[config.mk]
export PLATFORM = sky130hd
export DESIGN_NAME = regfile_access
export DESIGN_NICKNAME = d
export VERILOG_FILES = /design/src/rtl/regfile_access_pkg.sv /design/src/rtl/regfile_access.sv
export SDC_FILE = /design/constraint.sdc
export NUM_CORES = 1
export LEC_CHECK = 0
export BUFFER_PORTS_ARGS = -buffer_cell sky130_fd_sc_hd__clkbuf_2
export CAP_MARGIN = 20
export CORE_MARGIN = 5
export CORE_UTILIZATION = 28
export DETAILED_ROUTE_END_ITERATION = 8
export PLACE_DENSITY = 0.53
export SLEW_MARGIN = 5
export SYNTH_ARGS = -nofsm -noshare
export SYNTH_HDL_FRONTEND = slang
export SYNTH_SLANG_ARGS = --single-unit
export TNS_END_PERCENT = 10
[constraint.sdc]
create_clock -name clock -period 4.9 [get_ports clock]
set_input_delay 0.245 -clock clock [delete_from_list [all_inputs] [get_ports clock]]
set_output_delay 0.245 -clock clock [all_outputs]
set_load 0.05 [all_outputs]
[src/rtl/regfile_access_pkg.sv]
// Shared configuration for the debug register-file access block.
// Holds the command/response field widths, the FSM state encoding and
// a few architectural constants used by regfile_access.
package regfile_access_pkg;

  // Command / response field widths
  localparam int ADDR_W = 5;
  localparam int DATA_W = 32;

  // Architectural constants
  localparam int                 NREGS_DEFAULT = 32;
  localparam logic [ADDR_W-1:0]  ZERO_REG      = '0;  // x0 is hardwired to zero

  typedef enum logic [2:0] {
    IDLE      = 3'd0,
    READ      = 3'd1,
    WRITE     = 3'd2,
    RESP      = 3'd3,
    DUMP_RD   = 3'd4,
    DUMP_RESP = 3'd5
  } state_t;

endpackage

[src/rtl/regfile_access.sv]
// Debug access port to the core register file.
// Accepts single read / write / dump commands while the core is halted and
// returns one response per register touched.
// Ports:
//   clock, reset        : sole clock, async active-high reset
//   cmd_*               : command channel (valid/ready, write, dump, addr, wdata)
//   rsp_*               : response channel (valid/ready, addr, data, err, last)
//   rf_write_enable, rf_rd_address, rf_rd_data : register-file write port
//   rf_rs1_address, rf_rs1_data                : shared rs1 read port
//   core_halted         : core stopped, access permitted
//   busy                : FSM not idle
module regfile_access
  import regfile_access_pkg::*;
#(
  parameter int NREGS = NREGS_DEFAULT
) (
  input  logic              clock,
  input  logic              reset,
  input  logic              cmd_valid,
  output logic              cmd_ready,
  input  logic              cmd_write,
  input  logic              cmd_dump,
  input  logic [ADDR_W-1:0] cmd_addr,
  input  logic [DATA_W-1:0] cmd_wdata,
  output logic              rsp_valid,
  input  logic              rsp_ready,
  output logic [ADDR_W-1:0] rsp_addr,
  output logic [DATA_W-1:0] rsp_data,
  output logic              rsp_err,
  output logic              rsp_last,
  output logic              rf_write_enable,
  output logic [ADDR_W-1:0] rf_rd_address,
  output logic [DATA_W-1:0] rf_rd_data,
  output logic [ADDR_W-1:0] rf_rs1_address,
  input  logic [DATA_W-1:0] rf_rs1_data,
  input  logic              core_halted,
  output logic              busy
);

  localparam logic [ADDR_W-1:0] LAST_IDX = ADDR_W'(NREGS - 1);

  state_t            state;
  logic [ADDR_W-1:0] addr_q;
  logic [ADDR_W-1:0] idx;

  // All outputs are registered; the rf_* port values are set up on the edge
  // that enters READ/WRITE/DUMP_RD so they are valid for that whole cycle.
  always_ff @(posedge clock or posedge reset) begin
    if (reset) begin
      state           <= IDLE;
      addr_q          <= '0;
      idx             <= '0;
      cmd_ready       <= 1'b0;
      busy            <= 1'b0;
      rsp_valid       <= 1'b0;
      rsp_addr        <= '0;
      rsp_data        <= '0;
      rsp_err         <= 1'b0;
      rsp_last        <= 1'b0;
      rf_write_enable <= 1'b0;
      rf_rd_address   <= '0;
      rf_rd_data      <= '0;
      rf_rs1_address  <= '0;
    end else begin
      case (state)
        IDLE: begin
          cmd_ready <= 1'b1;
          if (cmd_valid && cmd_ready) begin
            cmd_ready <= 1'b0;
            busy      <= 1'b1;
            addr_q    <= cmd_addr;
            rsp_addr  <= cmd_addr;
            if (!core_halted) begin
              // Running core: refuse without touching the register file
              state     <= RESP;
              rsp_valid <= 1'b1;
              rsp_err   <= 1'b1;
              rsp_data  <= '0;
              rsp_last  <= 1'b1;
            end else if (cmd_dump) begin
              state          <= DUMP_RD;
              idx            <= '0;
              rf_rs1_address <= '0;
            end else if (cmd_write) begin
              state           <= WRITE;
              rf_write_enable <= (cmd_addr != ZERO_REG);
              rf_rd_address   <= cmd_addr;
              rf_rd_data      <= cmd_wdata;
            end else begin
              state          <= READ;
              rf_rs1_address <= cmd_addr;
            end
          end
        end

        READ: begin
          rsp_data       <= rf_rs1_data;
          rsp_err        <= 1'b0;
          rsp_last       <= 1'b1;
          rsp_valid      <= 1'b1;
          rf_rs1_address <= '0;
          state          <= RESP;
        end

        WRITE: begin
          rf_write_enable <= 1'b0;
          rsp_valid       <= 1'b1;
          rsp_last        <= 1'b1;
          rsp_err         <= (addr_q == ZERO_REG);
          rsp_data        <= (addr_q == ZERO_REG) ? '0 : rf_rd_data;
          state           <= RESP;
        end

        RESP: begin
          if (rsp_ready) begin
            rsp_valid <= 1'b0;
            busy      <= 1'b0;
            cmd_ready <= 1'b1;
            state     <= IDLE;
          end
        end

        DUMP_RD: begin
          rsp_valid      <= 1'b1;
          rsp_addr       <= idx;
          rf_rs1_address <= '0;
          if (!core_halted) begin
            // Core resumed mid-dump: close the stream with an error
            rsp_err  <= 1'b1;
            rsp_last <= 1'b1;
            rsp_data <= '0;
          end else begin
            rsp_err  <= 1'b0;
            rsp_last <= (idx == LAST_IDX);
            rsp_data <= rf_rs1_data;
          end
          state <= DUMP_RESP;
        end

        DUMP_RESP: begin
          if (rsp_ready) begin
            rsp_valid <= 1'b0;
            if (rsp_last) begin
              // Termination is decided by rsp_last, never by index overflow
              idx       <= '0;
              busy      <= 1'b0;
              cmd_ready <= 1'b1;
              state     <= IDLE;
            end else begin
              idx            <= idx + ADDR_W'(1);
              rf_rs1_address <= idx + ADDR_W'(1);
              state          <= DUMP_RD;
            end
          end
        end

        default: state <= IDLE;
      endcase
    end
  end

endmodule

==> impl_metrics.json <==
{
  "yosysSeqAreaShare_pct": 57.0,
  "p_sw_w": 0.00203,
  "clk_latency_ns": 0.34,
  "cts_tree": "yes",
  "synthesis.area_um2": 4300,
  "regArea_um2": 2450,
  "peakVddDrop_v": 0.000347,
  "rsz0062_at_grt": "no",
  "ant_nets": 0,
  "cp.required_ns": 5.12,
  "clkTransAtPathRegs_ns": 0.06,
  "grt_pass1_wl_mm": 19.0,
  "clock-root-buffer": "clkbuf_16",
  "p_leak_nw": 2.81,
  "vias": 3315,
  "maxCapViolCount": 0,
  "via_per_inst": 4.87,
  "num_antenna_cells": 0,
  "start_util_pct": 28.4,
  "die_width_um": 134,
  "final_common_cell": "clkbuf_2",
  "syn_to_final_growth_pct": 28.9,
  "grt_util_all_layers_pct": 13.3,
  "synth.top_cells.by_area": "dfrtp_1, a221o_1, mux2_2",
  "synth_edf_count": 0,
  "swShare_pct": 49.1,
  "portBuffers": 160,
  "hp-class": "input port to flop",
  "cts_resized": 0,
  "maxSlewViolCount": 0,
  "syn_nets": 414,
  "clkSinkCount": 98,
  "setup.worst_path.class": "flop to flop",
  "fill_cells": 1506,
  "row_count": 45,
  "hold_viol": 0,
  "tns_ns": 0,
  "worstMarginPinSlew_ns": 1.01,
  "hold_depth": 2,
  "fin_crit_sh_pct": 49.2,
  "overflow": 0,
  "crit_path_end_kind": "flop",
  "power_frac_comb_pct": 49.7,
  "setup_viol": 0,
  "p_int_w": 0.00211,
  "grt_max_degree": 56,
  "multi_input_area_um2": 1710,
  "seqPwrFrac_pct": 33.8,
  "most-common-layout-cells": "clkbuf_2, dfrtp_1, nor2b_1, a221o_1, mux2_2",
  "post_cts_buffers": 0,
  "critPathArrivalTime_ns": 2.63,
  "grt_pass1_vias": 3505,
  "min_period_ns": 2.41,
  "outcome": "finished, final reports clean",
  "hpwlAfterDp_mm": 8.25,
  "gp_congestion": 0.797,
  "ys_seq_elements": 98,
  "htree_levels": 3,
  "r2r_cells": 4,
  "synth_top_area_cell": "dfrtp_1",
  "avgRoutedWirePerCell_um": 17.3,
  "yosys_most_used_dff": "dfrtp_1",
  "io_pins": 161,
  "drt_iter0_markers": 113,
  "layout.nets": 569,
  "powerDensity_nw_per_um2": 748,
  "drt-total-wl_mm": 11.8,
  "dr.pass1.iters": 4,
  "power_frac_clock_pct": 16.5,
  "critPathMaxFanout": 34,
  "antenna_found_initial": 0,
  "synth_top_area_share_pct": 57.0,
  "die_h_um": 134,
  "relSlewSlack_pct": 32.2,
  "route.detailed.drc": 0,
  "synth_cells": 336,
  "fmax_mhz": 414,
  "stdcell_count": 681,
  "synth.avg_cell_area_um2": 12.8,
  "holdBufCountCts": 1,
  "layout-drive-gt1-share_pct": 43.0,
  "yosysWarnings": 0,
  "start_kind": "flop",
  "cts_max_path_buffers": 2,
  "core_um2": 15100,
  "dieArea_um2": 17900,
  "place_inst": 667,
  "synth_cell_types": 48,
  "numCtsBuffers": 9,
  "fin_skew_ns": 0.00528,
  "finalPower_w": 0.00414,
  "async_flop_share_pct": 100
}
per-stage QoR:
stage | hold slack (ns) | utilization [%] | instance area [um^2] | setup slack, ns
after floorplan | 0.341 | - | 4300 | 2.09
after global placement | 0.342 | 34.7 | 5250 | 2.51
after detailed placement | 0.344 | 34.7 | 5250 | 2.46
after CTS | 0.105 | 36.6 | 5540 | 2.46
after global routing | 0.109 | 36.6 | 5540 | 2.23
final | 0.120 | 36.6 | 5540 | 2.49
cells in the mapped netlist (all sizes together) (6+ instances only):
| library cell | count |
|---|---|
| nor3 | 6 |
| buf | 12 |
| o21ai | 12 |
| dfrtp | 98 |
| a21oi | 8 |
| nand3 | 7 |
| clkbuf | 8 |
| mux2 | 46 |
| a221o | 32 |
| nand2 | 13 |
| nor2 | 10 |
| mux2i | 7 |
| nor2b | 33 |
| inv | 7 |
cells by family (layout without fill, tap and decap cells):
logic type,Yosys count,in the layout,synth area share (%)
AOI/OAI and AO/OA,72,72,13.6
xor gates and xnor gates,2,2,0.407
adders and majority gates,3,3,0.844
buffers and inverters,27,184,3.61
DFF,98,98,57.0
muxes,53,53,13.7
and+or+nand+nor,81,81,10.9
worst paths after layout:
| path | from | endpoint | slack [ns] |
|---|---|---|---|
| hold reg to reg | busy | busy | 0.48 |
| hold / removal | cmd_wdata[18] | rf_rd_data[18] | 0.12 |
| min in group asynchronous | reset | rf_rd_data[18] | 0.51 |
| setup reg to reg | state[1] | rsp_data[31] | 2.49 |
| max in group asynchronous | reset | rsp_data[6] | 3.24 |
| setup / recovery | state[1] | rsp_data[31] | 2.49 |
sequential cells by signal, summed over array words and instances (netlist names), 3 cells and up:
register / cells
state: 3
rf_rs1_address: 5
idx: 5
rf_rd_address: 5
rf_rd_data: 32
rsp_addr: 5
addr_q: 5
rsp_data: 32
area by class of cell:
type | count | area share (%)
clock buffers | 10 | 4.31
inverters | 7 | 0.519
multi-input cells | 211 | 30.9
repair buffers | 164 | 15.0
flip-flops and latches | 98 | 44.2
well taps | 188 | 4.24
clock inverters | 3 | 0.767
critical path, cell delays in order (launching register included):
cell,delay (ns)
dfrtp_1,0.63
maj3_2,0.45
a21oi_4,0.78
nor2b_1,0.13
a221o_1,0.29
metal layers:
layer  global-route usage [%]  part of all wire (%)  wire length, um
met1                     18.0                    47             5510
met3                     3.45                   6.5              770
met5                        0                     0                0
met4                     5.60                   1.7              203
met2                     20.3                    45             5280
power groups by stage:
stage / registers (W) / logic [W] / clock network, W
floorplan: 0.00230 / 0.000665 / 0
global placement: 0.00140 / 0.00207 / 0
detailed placement: 0.00141 / 0.00208 / 0
CTS: 0.00140 / 0.00209 / 0.000715
global route: 0.00145 / 0.00219 / 0.000746
finish: 0.00140 / 0.00206 / 0.000685
Note: power is estimated with default switching activity, not from simulation.
